## src/rtl/spi_slave.sv

```systemverilog
// rtl/spi_slave.sv - SPI mode-0 responder with a byte-stream handshake, oversampled in the clk domain
//
// Ports:
//   clk, reset          system clock, synchronous active-high reset
//   sck, ss_n, mosi     raw SPI pins from the external master (asynchronous to clk)
//   miso, miso_oe       slave-out data and its output enable (tristated at top level)
//   tx_data/tx_valid    next word to transmit, written when tx_ready is high
//   tx_ready            TX holding register empty
//   rx_data/rx_valid    last received word, rx_valid pulses for one cycle on update
//   tx_underrun         one-cycle pulse when a word is needed but none is queued
//   busy                frame in progress
module spi_slave #(
  parameter int              DATA_W      = 8,
  parameter logic [DATA_W-1:0] TX_IDLE   = 8'hFF,
  parameter int              SYNC_STAGES = 2
) (
  input  logic              clk,
  input  logic              reset,
  input  logic              sck,
  input  logic              ss_n,
  input  logic              mosi,
  output logic              miso,
  output logic              miso_oe,
  input  logic [DATA_W-1:0] tx_data,
  input  logic              tx_valid,
  output logic              tx_ready,
  output logic [DATA_W-1:0] rx_data,
  output logic              rx_valid,
  output logic              tx_underrun,
  output logic              busy
);

  localparam int CNT_W = (DATA_W > 1) ? $clog2(DATA_W) : 1;
  localparam logic [CNT_W-1:0] LAST_BIT = CNT_W'(DATA_W - 1);

  localparam logic [0:0] ST_IDLE   = 1'b0;
  localparam logic [0:0] ST_ACTIVE = 1'b1;

  logic [SYNC_STAGES-1:0] sck_sync;
  logic [SYNC_STAGES-1:0] ss_sync;
  logic [SYNC_STAGES-1:0] mosi_sync;
  logic                   sck_d;
  logic                   ss_d;

  logic [0:0]        state;
  logic [CNT_W-1:0]  bit_cnt;
  logic [DATA_W-1:0] tx_shift;
  logic [DATA_W-2:0] rx_shift;
  logic              hold_full;
  logic [DATA_W-1:0] hold_data;

  logic              sck_s;
  logic              ss_s;
  logic              mosi_s;
  logic              rise;
  logic              fall;
  logic              ss_fall;
  logic              ss_rise;
  logic              tx_wr;
  logic              consume;
  logic [DATA_W-1:0] next_word;
  logic [DATA_W-1:0] rx_next;

  assign sck_s  = sck_sync[SYNC_STAGES-1];
  assign ss_s   = ss_sync[SYNC_STAGES-1];
  assign mosi_s = mosi_sync[SYNC_STAGES-1];

  assign rise    =  sck_s & ~sck_d;
  assign fall    = ~sck_s &  sck_d;
  assign ss_fall = ~ss_s  &  ss_d;
  assign ss_rise =  ss_s  & ~ss_d;

  assign tx_ready = ~hold_full;
  assign tx_wr    = tx_valid & tx_ready;

  // Holding register is drained at frame start and on the fall that follows
  // a completed word. A deselect in the same cycle takes priority over the fall.
  assign consume = ((state == ST_IDLE) & ss_fall) |
                   ((state == ST_ACTIVE) & ~ss_rise & fall & (bit_cnt == '0));

  assign next_word = hold_full ? hold_data : TX_IDLE;
  assign rx_next   = {rx_shift, mosi_s};

  assign miso    = tx_shift[DATA_W-1];
  assign miso_oe = (state == ST_ACTIVE);
  assign busy    = (state == ST_ACTIVE);

  always_ff @(posedge clk) begin
    if (reset) begin
      sck_sync    <= '0;
      ss_sync     <= '1;
      mosi_sync   <= '0;
      sck_d       <= 1'b0;
      ss_d        <= 1'b1;
      state       <= ST_IDLE;
      bit_cnt     <= '0;
      tx_shift    <= '0;
      rx_shift    <= '0;
      hold_full   <= 1'b0;
      hold_data   <= '0;
      rx_data     <= '0;
      rx_valid    <= 1'b0;
      tx_underrun <= 1'b0;
    end else begin
      sck_sync  <= {sck_sync[SYNC_STAGES-2:0], sck};
      ss_sync   <= {ss_sync[SYNC_STAGES-2:0], ss_n};
      mosi_sync <= {mosi_sync[SYNC_STAGES-2:0], mosi};
      sck_d     <= sck_s;
      ss_d      <= ss_s;

      rx_valid    <= 1'b0;
      tx_underrun <= 1'b0;

      // A write that lands while an empty register is being consumed stays
      // queued for the next word; the current consumer gets TX_IDLE.
      if (consume) begin
        if (hold_full) begin
          hold_full <= 1'b0;
        end else begin
          tx_underrun <= 1'b1;
          if (tx_wr) begin
            hold_full <= 1'b1;
            hold_data <= tx_data;
          end
        end
      end else if (tx_wr) begin
        hold_full <= 1'b1;
        hold_data <= tx_data;
      end

      case (state)
        ST_IDLE: begin
          if (ss_fall) begin
            state    <= ST_ACTIVE;
            bit_cnt  <= '0;
            tx_shift <= next_word;
          end
        end
        default: begin
          if (ss_rise) begin
            state   <= ST_IDLE;
            bit_cnt <= '0;
          end else if (rise) begin
            rx_shift <= rx_next[DATA_W-2:0];
            if (bit_cnt == LAST_BIT) begin
              rx_data  <= rx_next;
              rx_valid <= 1'b1;
              bit_cnt  <= '0;
            end else begin
              bit_cnt <= bit_cnt + 1'b1;
            end
          end else if (fall) begin
            if (bit_cnt == '0) begin
              tx_shift <= next_word;
            end else begin
              tx_shift <= {tx_shift[DATA_W-2:0], 1'b0};
            end
          end
        end
      endcase
    end
  end

endmodule

```

## config.mk

```make
export PLATFORM = sky130hd
export DESIGN_NAME = spi_slave
export DESIGN_NICKNAME = d
export VERILOG_FILES = /design/src/rtl/spi_slave.sv
export SDC_FILE = /design/constraint.sdc
export NUM_CORES = 1
export LEC_CHECK = 0
export CORE_UTILIZATION = 52
export CTS_CLUSTER_SIZE = 40
export DETAILED_ROUTE_END_ITERATION = 8
export GPL_TIMING_DRIVEN = 0
export PLACE_DENSITY = 0.89
export SYNTH_ARGS = -nofsm -noshare
export SYNTH_HDL_FRONTEND = slang
export SYNTH_SLANG_ARGS = --single-unit
```

## constraint.sdc

```tcl
create_clock -name clk -period 1.75 [get_ports clk]
set_input_delay 0.35 -clock clk [delete_from_list [all_inputs] [get_ports clk]]
set_output_delay 0.35 -clock clk [all_outputs]
set_load 0.005 [all_outputs]
```

Word level (Yosys, flattened, before mapping)

Index checks and enable logic that the tools add are counted.
W data, S select, Z words.

Equality and inequality tests: 6
Bitwise logic cells: 19
Muxes and demuxes: 24
Reduce and logical (&&, ||, !) cells: 9
Add/subtract/negate cells: 1

Operators by type and width:

| kind                  | count |
|---|---|
| $mux W8               | 10 |
| $mux W3               | 5 |
| $and A1 B1 Y1         | 9 |
| $mux W1               | 9 |
| $not A1 Y1            | 9 |
| $reduce_and A4 Y1     | 2 |
| $ne A2 B2 Y1 const B  | 3 |
| $reduce_bool A2 Y1    | 2 |
| $reduce_or A4 Y1      | 1 |
| $add A3 B1 Y3 const B | 1 |
| $eq A3 B3 Y1 const B  | 1 |
| $logic_not A3 Y1      | 1 |
| $ne A3 B1 Y1 const B  | 1 |
| $reduce_and A3 Y1     | 1 |
| $ne A2 B1 Y1 const B  | 1 |
| $reduce_and A2 Y1     | 1 |
| $reduce_or A2 Y1      | 1 |
| $or A1 B1 Y1          | 1 |

Output and inout bits: 14
Register bits after elaboration: 46
Input bits: 14
Word-level logic and storage cells: 73

Longest topological paths before layout

Gate-level depths: netlist of the first run.

Depth after elaboration: 9
Mapped depth: 6
Mapped depth without buffers: 6

Least setup slack after synthesis of the first run

OpenSTA, ideal clock, no wires.

Path kind: reg2reg
From: register ss_sync[1]
To: register tx_shift[7]
Clock period less this slack: 1409 ps
Setup time: 79 ps
Cell stages (with the launch flop): 7
Setup slack: 341 ps
Arrival: 1329 ps
Path buffers: 2
Required time: 1671 ps
Path through: dfxtp_1 > or3b_1 > buf_6 > o311ai_4 > buf_12 > nor2_2 > a211oi_2

Longest elaborated chain between the ends: 4
Elaborated cells on any way between the ends: 6
Those cells by class: eq/ne (1); bitwise (3); reduce/logical (2)

Ends and longest elaborated chain:

| what                                 | line | text |
|---|---|---|
| from (decl)                          | 40   | `logic [SYNC_STAGES-1:0] ss_sync;` |
| from (signal assigned)               | 106  | `ss_sync <= {ss_sync[SYNC_STAGES-2:0], ss_n};` |
| $not A1 Y1                           | 70   | `assign ss_fall = ~ss_s & ss_d;` |
| $and A1 B1 Y1                        | 70   |  |
| $reduce_bool A2 Y1 (no source line)  | -    |  |
| $reduce_and A4 Y1 (no source line) * | -    |  |
| to (signal assigned)                 | 136  | `tx_shift <= next_word;` |
| to (signal assigned)                 | 154  | `tx_shift <= next_word;` |
| to (signal assigned)                 | 156  | `tx_shift <= {tx_shift[DATA_W-2:0], 1'b0};` |
| to (decl)                            | 47   | `logic [DATA_W-1:0] tx_shift;` |

Mark *: on every way between the ends. The rest lies on a longest branch, timed or not.
A chain may end at the register's enable or synchronous reset.

Final worst setup path of the first run

From: register state, in the netlist busy
To: output miso_oe

RTL lines:

| what                   | line | text |
|---|---|---|
| from (decl)            | 45   | `logic [0:0] state;` |
| from (signal assigned) | 95   | `state <= ST_IDLE;` |
| from (signal assigned) | 134  | `state <= ST_ACTIVE;` |
| from (signal assigned) | 141  | `state <= ST_IDLE;` |
| to (decl)              | 23   | `output logic miso_oe,` |

No word-level cell between the ends.

==> impl_metrics.py, run 1 <==
metrics = {
    "setup_path": {
        "worst-endpoint-arrival_ns": 1.32,
        "rr_worst_depth": 6,
        "r2r-start": "ss_d$_SDFF_PP1_",
        "cp_class": "reg2out",
        "worstReg2RegEnd": "tx_shift[6]$_SDFFE_PP0P_",
        "crit_fanout": 5,
        "critical_path_capture_point_type": "output pin",
        "required_ns": 1.40,
        "reg2reg_slack_ns": 0.20,
        "worstSetupStartpoint": "busy$_SDFF_PP0_",
        "worstSetupStartpointType": "flop",
    },
    "pwr": {
        "leakagePower_nw": 0.925,
        "fin_total_pwr_mw": 1.77,
        "vdd_drop_max_v": 0.000584,
        "power_density_mw_per_mm2": 806,
    },
    "clock_network": {
        "cts_htree_levels": 2,
        "cts.sink_count": 46,
        "maximum_buffer_depth_of_the_clock_tree": 2,
        "cts_hold_buffers": 0,
        "worst_skew_pair.late_latency_ns": 0.35,
        "clk_transition_reported_paths_ns": 0.13,
        "cts_setup_buffers": 0,
        "tritoncts.num_buffers": 5,
        "clockRootBuffer": "sky130_fd_sc_hd__clkbuf_4",
        "tritoncts_clock_tree": "done",
    },
    "global_routing": {
        "first_global_vias": 1230,
        "globalRouteTotalUtil": 0.189,
        "sum_of_overflow_across_all_layers_after_global_routing": 0,
        "initial_antenna_violation_count": 0,
        "wire_length_of_the_first_global_routing_pass_um": 5180,
        "largest_net_degree_at_the_start_of_global_routing": 16,
    },
    "routing": {
        "drt-wirelength-per-cell_um": 11.9,
        "routed_via_density": 5.18,
        "post-route-drc-count": 0,
        "ant_nets": 0,
        "total_iterations_of_the_first_detailed_routing_run": 4,
        "total_wirelength_of_the_detailed_routed_design_um": 3140,
        "routed-via-count": 1368,
        "drt_iter0_markers": 55,
    },
    "logic_synthesis": {
        "synth-edff-count": 0,
        "avgSynthCellArea_um2": 9.86,
        "yosys_most_used_dff": "sky130_fd_sc_hd__dfxtp_1",
        "synthCells": 184,
        "total_standard_cell_area_after_synthesis_mm2": 0.00181,
        "synth_cell_type_count": 36,
        "synthMostInstantiatedCell": "sky130_fd_sc_hd__dfxtp_1",
        "yosys.area.top_type": "sky130_fd_sc_hd__dfxtp_1",
        "ys.warnings.count": 0,
        "synth_top_area_share": 0.508,
        "top_cells_by_count_synth": "sky130_fd_sc_hd__dfxtp_1, sky130_fd_sc_hd__nor2_1, sky130_fd_sc_hd__nand2_1, sky130_fd_sc_hd__mux2i_1, sky130_fd_sc_hd__a21oi_1",
        "synth_nets": 201,
        "synth.ff_latch_count": 46,
        "async_flop_share": 0,
        "synth.yosys.seq_area_share": 0.508,
        "synth_area_leaders": "sky130_fd_sc_hd__dfxtp_1, sky130_fd_sc_hd__mux2i_1, sky130_fd_sc_hd__nor2_1",
    },
    "floorplan": {
        "dieHeight_um": 61.1,
        "core.rowCount": 21,
        "core_area_mm2": 0.00334,
        "die-width_um": 61.1,
        "starting_density_of_the_core": 0.544,
        "design.portCount": 28,
        "fp.dieArea_mm2": 0.00373,
    },
    "place": {
        "dp_hpwl_um": 2240,
        "place_area_mm2": 0.00213,
        "io_port_bufs": 26,
        "globalplace.congestion": 0.763,
    },
    "timing": {
        "timing.final.crit_period_ns": 1.67,
        "max-slew-margin-rel": 0.662,
        "rsz_0062_raised_after_global_routing": "false",
        "timing_worst_slew_pin_value_ns": 0.508,
        "finalSetupViolations": 0,
        "fmaxAchievable_mhz": 601,
        "maxSlewViolCount": 0,
        "timing_hold_violations_final": 0,
        "setup_total_negative_slack_ns": 0,
        "min_period_over_period": 0.951,
        "fin_skew_ns": 0.00395,
    },
    "final_layout": {
        "multi_input_comb_area_um2": 801,
        "post-route-util": 0.658,
        "area_used_by_sequential_logic_in_the_layout_um2": 925,
        "n_fill_cell": 293,
        "antenna_diode_count": 0,
        "final_layout_size_suffix_gt1_frac": 0.138,
        "postLayoutCellArea_mm2": 0.00219,
        "area_delta_synth_final_pct": 21.0,
        "layout.nets": 234,
    },
    "hold_path": {
        "worst_hold_path.num_cells": 2,
        "timing.hold.worst.start": "reset",
        "holdCritPathClass": "in2reg",
        "holdPathEnd": "mosi_sync[1]$_SDFF_PP0_",
    },
    "status": {
        "run_status": "complete, no violations",
    },
    "job": {
        "reported_max_cap_violation_count": 0,
    },
}
-- power by group --
| group | internal (mW) | switching (mW) | total, mW | leakage (nW) |
|---|---|---|---|---|
| registers | 1.08 | 0.0223 | 1.10 | 0.376 |
| logic | 0.0872 | 0.0818 | 0.169 | 0.519 |
| clock network | 0.157 | 0.341 | 0.497 | 0.0312 |
-- what timing repair did --
| action | CTS | global route |
|---|---|---|
| endpoints found under the setup margin | 0 | 2 |
| hold endpoints to repair | 0 | 0 |
| gates resized for setup | 0 | 3 |
-- critical path, stage by stage (launching register included) --
cell,delay [ns]
sky130_fd_sc_hd__dfxtp_4,0.39
sky130_fd_sc_hd__buf_4,0.10
sky130_fd_sc_hd__clkdlybuf4s50_1,0.48
-- sequential cells by signal (all words and copies together) (netlist names) --
signal,count
sck_sync,2
rx_valid,1
hold_full,1
bit_cnt,3
rx_shift,7
tx_underrun,1
mosi_sync,2
rx_data,8
hold_data,8
busy,1
sck_d,1
ss_sync,2
ss_d,1
tx_shift,8
-- worst max-delay path by stage --
stage                                endpoint  cells after the start  slack [ns]
floorplan            tx_shift[7]$_SDFFE_PP0P_                      6        0.34
global placement    hold_data[4]$_SDFFE_PP0P_                      5        0.22
detailed placement  hold_data[0]$_SDFFE_PP0P_                      5        0.19
CTS                                   miso_oe                      2        0.01
global route                          miso_oe                      2        0.01
finish                                miso_oe                      2        0.08
-- layer usage --
metal	vias to the layer above	share of wire	track usage
met3	8	0.034	0.0567
met4	0	0.018	0.0747
met1	626	0.49	0.245
met2	32	0.46	0.297
li1	702	-	-
met5	-	0	0
-- cell usage in the layout, fill, tap and decap left out, types with 2 or more instances in the layout --
cell type,instances
sky130_fd_sc_hd__clkdlybuf4s50_1,26
sky130_fd_sc_hd__nor2_1,22
sky130_fd_sc_hd__nand2b_1,2
sky130_fd_sc_hd__dfxtp_1,45
sky130_fd_sc_hd__nor2_2,3
sky130_fd_sc_hd__a211oi_1,4
sky130_fd_sc_hd__nand2_1,20
sky130_fd_sc_hd__clkbuf_1,3
sky130_fd_sc_hd__mux2i_1,16
sky130_fd_sc_hd__a211oi_2,3
sky130_fd_sc_hd__ha_1,3
sky130_fd_sc_hd__a2111o_1,2
sky130_fd_sc_hd__o22ai_1,7
sky130_fd_sc_hd__a21oi_1,13
sky130_fd_sc_hd__clkbuf_4,5
sky130_fd_sc_hd__inv_1,4
sky130_fd_sc_hd__nand3_1,3
sky130_fd_sc_hd__nor2b_1,7
sky130_fd_sc_hd__buf_1,3
sky130_fd_sc_hd__or2_2,3
sky130_fd_sc_hd__buf_4,2
-- through the flow --
stage / instances / setup slack (ns) / hold WS (ns)
after detailed placement: 256 / 0.193 / 0.412
after global routing: 264 / 0.0107 / 0.359
after CTS: 264 / 0.0108 / 0.346
after global placement: 256 / 0.219 / 0.391
after floorplan: 184 / 0.341 / 0.389
final: 264 / 0.0849 / 0.343
-- final cells by class --
cell class,count,area share
Sequential cell,46,0.421
Multi-Input combinational cell,122,0.365
Timing Repair Buffer,26,0.119
Buffer,11,0.0336
Tap cell,46,0.0262
Clock buffer,5,0.0171
Clock inverter,3,0.00969
Inverter,5,0.00855
-- cell families (layout without fill, tap and decap cells) --
kind of cell             count (synthesis)  in the layout  synth area share
AND/OR/NAND/NOR                         68             68             0.183
AO/OA/AOI/OAI                           35             35             0.149
multiplexers                            16             16            0.0883
buffers and inverters                   16             50            0.0510
adder cells (fa/ha/maj)                  3              3            0.0207
flip-flops                              46             46             0.508
No activity file was read; power rests on OpenSTA's default activity.
==> inputs of run 2 (changes only) <==
--- a/config.mk
+++ b/config.mk
@@ -5,11 +5,13 @@
 export SDC_FILE = /design/constraint.sdc
 export NUM_CORES = 1
 export LEC_CHECK = 0
-export CORE_UTILIZATION = 52
+export ABC_AREA = 0
+export CORE_UTILIZATION = 55
+export CTS_BUF_LIST = sky130_fd_sc_hd__clkbuf_2
 export CTS_CLUSTER_SIZE = 40
 export DETAILED_ROUTE_END_ITERATION = 8
 export GPL_TIMING_DRIVEN = 0
-export PLACE_DENSITY = 0.89
+export PLACE_DENSITY = 0.93
 export SYNTH_ARGS = -nofsm -noshare
 export SYNTH_HDL_FRONTEND = slang
 export SYNTH_SLANG_ARGS = --single-unit
==> impl_metrics.py, run 2 (synthesis results as in run 1) <==
metrics = {
    "status": {
        "run_status": "complete, no violations",
    },
    "timing": {
        "maxSlewViolCount": 0,
        "finalSetupViolations": 0,
        "min_period_over_period": 0.948,
        "rsz_0062_raised_after_global_routing": "false",
        "timing_hold_violations_final": 0,
        "timing_worst_slew_pin_value_ns": 0.491,
        "timing.final.crit_period_ns": 1.66,
        "setup_total_negative_slack_ns": 0,
        "fmaxAchievable_mhz": 603,
        "fin_skew_ns": 0.0137,
        "max-slew-margin-rel": 0.673,
    },
    "pwr": {
        "leakagePower_nw": 0.939,
        "vdd_drop_max_v": 0.000615,
        "power_density_mw_per_mm2": 779,
    },
    "place": {
        "placed_cells": 254,
        "io_port_bufs": 26,
        "globalplace.congestion": 0.758,
        "dp_hpwl_um": 2250,
        "place_area_mm2": 0.00213,
    },
    "clock_network": {
        "cts_hold_buffers": 0,
        "clockRootBuffer": "sky130_fd_sc_hd__clkbuf_2",
        "maximum_buffer_depth_of_the_clock_tree": 2,
        "worst_skew_pair.late_latency_ns": 0.41,
        "cts.sink_count": 46,
        "tritoncts_clock_tree": "done",
        "tritoncts.num_buffers": 5,
        "clk_transition_reported_paths_ns": 0.21,
        "cts_htree_levels": 2,
    },
    "routing": {
        "post-route-drc-count": 0,
        "total_iterations_of_the_first_detailed_routing_run": 4,
        "routed-via-count": 1381,
        "drt-wirelength-per-cell_um": 12.1,
        "total_wirelength_of_the_detailed_routed_design_um": 3190,
        "drt_iter0_markers": 44,
        "routed_via_density": 5.23,
        "ant_nets": 0,
    },
    "setup_path": {
        "worstReg2RegEnd": "tx_shift[5]$_SDFFE_PP0P_",
        "worstSetupStartpoint": "tx_shift[7]$_SDFFE_PP0P_",
        "critical_path_capture_point_type": "output pin",
        "timing.critical_path.slowest_stage_cell": "sky130_fd_sc_hd__clkdlybuf4s50_1",
        "cp_class": "reg2out",
        "path_buf_inv": 1,
        "r2r-start": "busy$_SDFF_PP0_",
        "rr_worst_depth": 7,
        "reg2reg_slack_ns": 0.15,
        "cp_cell_sequence": "clkdlybuf4s50_1",
        "worst-endpoint-arrival_ns": 1.31,
        "worstSetupStartpointType": "flop",
        "required_ns": 1.40,
        "cell_family_with_the_largest_share_of_critical_path_delay": "buffers and inverters",
        "path_depth": 1,
        "crit_fanout": 2,
        "slowest_delay_ns": 0.50,
    },
    "final_layout": {
        "leading_cell_types_in_the_layout_fill_and_taps_excluded": "sky130_fd_sc_hd__dfxtp_1, sky130_fd_sc_hd__clkdlybuf4s50_1, sky130_fd_sc_hd__nor2_1",
        "post-route-util": 0.705,
        "area_delta_synth_final_pct": 20.6,
        "post_layout_nonfiller_instances": 264,
        "antenna_diode_count": 0,
        "final_layout_size_suffix_gt1_frac": 0.145,
        "postLayoutCellArea_mm2": 0.00219,
        "layout.nets": 236,
        "layout_top_registers": "hold_data (8), rx_data (8), tx_shift (8)",
        "most_frequent_standard_cell_in_the_layout_excluding_fill_and_tap_cells": "sky130_fd_sc_hd__dfxtp_1",
    },
    "global_routing": {
        "wire_length_of_the_first_global_routing_pass_um": 5330,
        "initial_antenna_violation_count": 0,
        "largest_net_degree_at_the_start_of_global_routing": 15,
        "sum_of_overflow_across_all_layers_after_global_routing": 0,
        "first_global_vias": 1218,
        "globalRouteTotalUtil": 0.208,
    },
    "floorplan": {
        "core_area_mm2": 0.00310,
        "fp.dieArea_mm2": 0.00353,
        "dieHeight_um": 59.4,
        "starting_density_of_the_core": 0.585,
        "core.rowCount": 20,
        "die-width_um": 59.4,
        "design.portCount": 28,
    },
    "hold_path": {
        "timing.hold.worst.start": "reset",
        "holdCritPathClass": "in2reg",
        "worst_hold_path.num_cells": 2,
        "holdPathEnd": "sck_sync[0]$_SDFF_PP0_",
    },
    "job": {
        "reported_max_cap_violation_count": 0,
    },
}
run 2: changes by cell type in the layout (fill, tap and decap cells not counted), moves of 2 or more:
cell,delta
sky130_fd_sc_hd__clkbuf_2,+5
sky130_fd_sc_hd__clkbuf_4,-5
sky130_fd_sc_hd__buf_4,+3
sky130_fd_sc_hd__clkdlybuf4s50_1,-2
sky130_fd_sc_hd__clkinv_1,+2
sky130_fd_sc_hd__dfxtp_2,+2
run 2: metrics by stage:
stage | setup slack [ns] | hold WS [ns] | power, mW
2_1_floorplan | 0.341 | 0.389 | 1.23
4_1_cts | 0.0206 | 0.246 | 1.71
6_report | 0.0907 | 0.268 | 1.71
5_1_grt | 0.0144 | 0.283 | 1.78
3_5_place_dp | 0.186 | 0.408 | 1.30
3_3_place_gp | 0.222 | 0.391 | 1.29
run 2: report_power, final:
part	switching, mW	internal, mW
Sequential	0.0213	1.08
Clock	0.330	0.0925
Combinational	0.0864	0.0898
run 2: how the worst max path moves through the flow:
stage                           endpoint  slack, ns
2_1_floorplan   tx_shift[7]$_SDFFE_PP0P_       0.34
3_3_place_gp   hold_data[4]$_SDFFE_PP0P_       0.22
3_5_place_dp   hold_data[0]$_SDFFE_PP0P_       0.19
4_1_cts                         tx_ready       0.02
5_1_grt                       rx_data[1]       0.01
6_report                            miso       0.09
run 2: what timing repair did:
action / 4_1_cts / 5_1_grt
buffers inserted: 2 / 0
setup endpoints to repair: 2 / 1
resized for setup: 4 / 1
run 2: area by class of cell:
type | instances | area (µm²)
Sequential cell | 46 | 923
Fill cell | 258 | 915
Multi-Input combinational cell | 122 | 801
Timing Repair Buffer | 28 | 275
Buffer | 11 | 73.8
Tap cell | 44 | 55.1
Clock buffer | 5 | 25.0
Inverter | 5 | 18.8
Clock inverter | 3 | 16.3
run 2: metal layers:
metal / track usage / vias to the layer above / part of all wire
met1: 0.277 / 633 / 0.50
met4: 0.102 / 0 / 0.020
met5: 0 / - / 0
li1: - / 702 / -
met2: 0.310 / 41 / 0.44
met3: 0.0590 / 5 / 0.048
==> inputs of run 3 (changes only) <==
--- a/config.mk
+++ b/config.mk
@@ -6,6 +6,7 @@
 export NUM_CORES = 1
 export LEC_CHECK = 0
 export ABC_AREA = 0
+export CORE_MARGIN = 5
 export CORE_UTILIZATION = 55
 export CTS_BUF_LIST = sky130_fd_sc_hd__clkbuf_2
 export CTS_CLUSTER_SIZE = 40
==> impl_metrics.py, run 3 (synthesis results as in run 1) <==
metrics = {
    "status": {
        "run_status": "complete, no violations",
    },
    "timing": {
        "setup_total_negative_slack_ns": 0,
        "timing_worst_slew_pin_value_ns": 0.501,
        "max-slew-margin-rel": 0.666,
        "timing.final.crit_period_ns": 1.64,
        "maxSlewViolCount": 0,
        "timing_hold_violations_final": 0,
        "layout_setup_ws_ns": 0.115,
        "fin_skew_ns": 0.0105,
        "min_period_over_period": 0.935,
        "holdWs_ns": 0.290,
        "finalSetupViolations": 0,
        "rsz_0062_raised_after_global_routing": "false",
        "fmaxAchievable_mhz": 611,
    },
    "setup_path": {
        "path_buf_inv": 1,
        "reg2reg_slack_ns": 0.16,
        "crit_fanout": 2,
        "required_ns": 1.40,
        "rr_worst_depth": 7,
        "critical_path_capture_point_type": "output pin",
        "cp_cell_sequence": "clkdlybuf4s50_1",
        "timing.critical_path.slowest_stage_cell": "sky130_fd_sc_hd__clkdlybuf4s50_1",
        "worst-endpoint-arrival_ns": 1.29,
        "cell_family_with_the_largest_share_of_critical_path_delay": "buffers and inverters",
        "worstReg2RegEnd": "tx_shift[7]$_SDFFE_PP0P_",
        "r2r-start": "busy$_SDFF_PP0_",
        "slowest_delay_ns": 0.50,
        "cp_class": "reg2out",
        "worstSetupStartpointType": "flop",
    },
    "final_layout": {
        "final_layout_size_suffix_gt1_frac": 0.151,
        "area_delta_synth_final_pct": 22.5,
        "area_used_by_sequential_logic_in_the_layout_um2": 930,
        "multi_input_comb_area_um2": 801,
        "n_fill_cell": 245,
        "antenna_diode_count": 0,
        "post_layout_nonfiller_instances": 263,
        "postLayoutCellArea_mm2": 0.00222,
        "post-route-util": 0.716,
        "leading_cell_types_in_the_layout_fill_and_taps_excluded": "sky130_fd_sc_hd__dfxtp_1, sky130_fd_sc_hd__clkdlybuf4s50_1, sky130_fd_sc_hd__nor2_1",
        "most_frequent_standard_cell_in_the_layout_excluding_fill_and_tap_cells": "sky130_fd_sc_hd__dfxtp_1",
        "layout_top_registers": "hold_data (8), rx_data (8), tx_shift (8)",
        "layout.nets": 235,
    },
    "routing": {
        "total_iterations_of_the_first_detailed_routing_run": 4,
        "post-route-drc-count": 0,
        "total_wirelength_of_the_detailed_routed_design_um": 3380,
        "drt_iter0_markers": 68,
        "ant_nets": 0,
        "routed_via_density": 5.24,
        "drt-wirelength-per-cell_um": 12.9,
        "routed-via-count": 1377,
    },
    "clock_network": {
        "tritoncts_clock_tree": "done",
        "worst_skew_pair.late_latency_ns": 0.40,
        "cts.sink_count": 46,
        "cts_htree_levels": 2,
        "tritoncts.num_buffers": 5,
        "maximum_buffer_depth_of_the_clock_tree": 2,
        "clk_transition_reported_paths_ns": 0.22,
        "clockRootBuffer": "sky130_fd_sc_hd__clkbuf_2",
    },
    "hold_path": {
        "holdPathEnd": "sck_sync[1]$_SDFF_PP0_",
        "holdCritPathClass": "in2reg",
        "timing.hold.worst.start": "reset",
        "worst_hold_path.num_cells": 2,
    },
    "place": {
        "globalplace.congestion": 0.862,
        "io_port_bufs": 26,
        "pre_cts_ws_ns": 0.142,
        "placed_cells": 254,
        "dp_hpwl_um": 2460,
        "place_area_mm2": 0.00213,
    },
    "global_routing": {
        "wire_length_of_the_first_global_routing_pass_um": 5890,
        "first_global_vias": 1387,
        "initial_antenna_violation_count": 0,
        "largest_net_degree_at_the_start_of_global_routing": 16,
        "globalRouteTotalUtil": 0.173,
        "sum_of_overflow_across_all_layers_after_global_routing": 0,
    },
    "pwr": {
        "leakagePower_nw": 0.966,
        "vdd_drop_max_v": 0.000630,
        "fin_total_pwr_mw": 1.87,
        "power_density_mw_per_mm2": 840,
    },
    "job": {
        "reported_max_cap_violation_count": 0,
    },
    "floorplan": {
        "fp.dieArea_mm2": 0.00455,
        "die-width_um": 67.4,
        "starting_density_of_the_core": 0.585,
        "design.portCount": 28,
        "core.rowCount": 20,
        "core_area_mm2": 0.00310,
        "dieHeight_um": 67.4,
    },
}
[run 3: where the power goes]
group          leakage [nW]  switching (mW)  internal, mW  total [mW]
clock                0.0433           0.340         0.245       0.585
combinational         0.546          0.0862        0.0883       0.174
sequential            0.376          0.0230          1.08        1.11
total                 0.966           0.449          1.42        1.87
[run 3: area by class of cell]
cell class / count / share of cell area
plain buffers: 11 / 0.0332
clock buffers: 5 / 0.0113
clock inverters: 3 / 0.0197
inverters: 5 / 0.00957
multi-input cells: 122 / 0.360
flip-flops and latches: 46 / 0.418
well taps: 44 / 0.0248
repair buffers: 27 / 0.123
[run 3: worst max path at each step]
stage / start / to / cells after the start / slack [ns]
final: rx_data[4]$_SDFFE_PP0P_ / rx_data[4] / 1 / 0.11
after CTS: busy$_SDFF_PP0_ / miso_oe / 2 / 0.0007
after global routing: rx_data[4]$_SDFFE_PP0P_ / rx_data[4] / 1 / 0.01
after detailed placement: tx_valid / hold_data[3]$_SDFFE_PP0P_ / 5 / 0.14
after floorplan: ss_sync[1]$_SDFF_PP1_ / tx_shift[7]$_SDFFE_PP0P_ / 6 / 0.34
after global placement: tx_valid / hold_data[2]$_SDFFE_PP0P_ / 5 / 0.19
[run 3: routing by layer]
metal	wire (µm)	up-vias	global-route usage
met3	133	2	0.0499
met5	0	-	0
met1	1590	641	0.219
met2	1620	29	0.280
li1	-	705	-
met4	34	0	0.0608
[run 3: timing repair]
item | 4_1_cts | 5_1_grt
gates resized for setup | 3 | 6
buffers inserted | 0 | 1
setup endpoints to repair | 2 | 4
hold buffers | 0 | 0
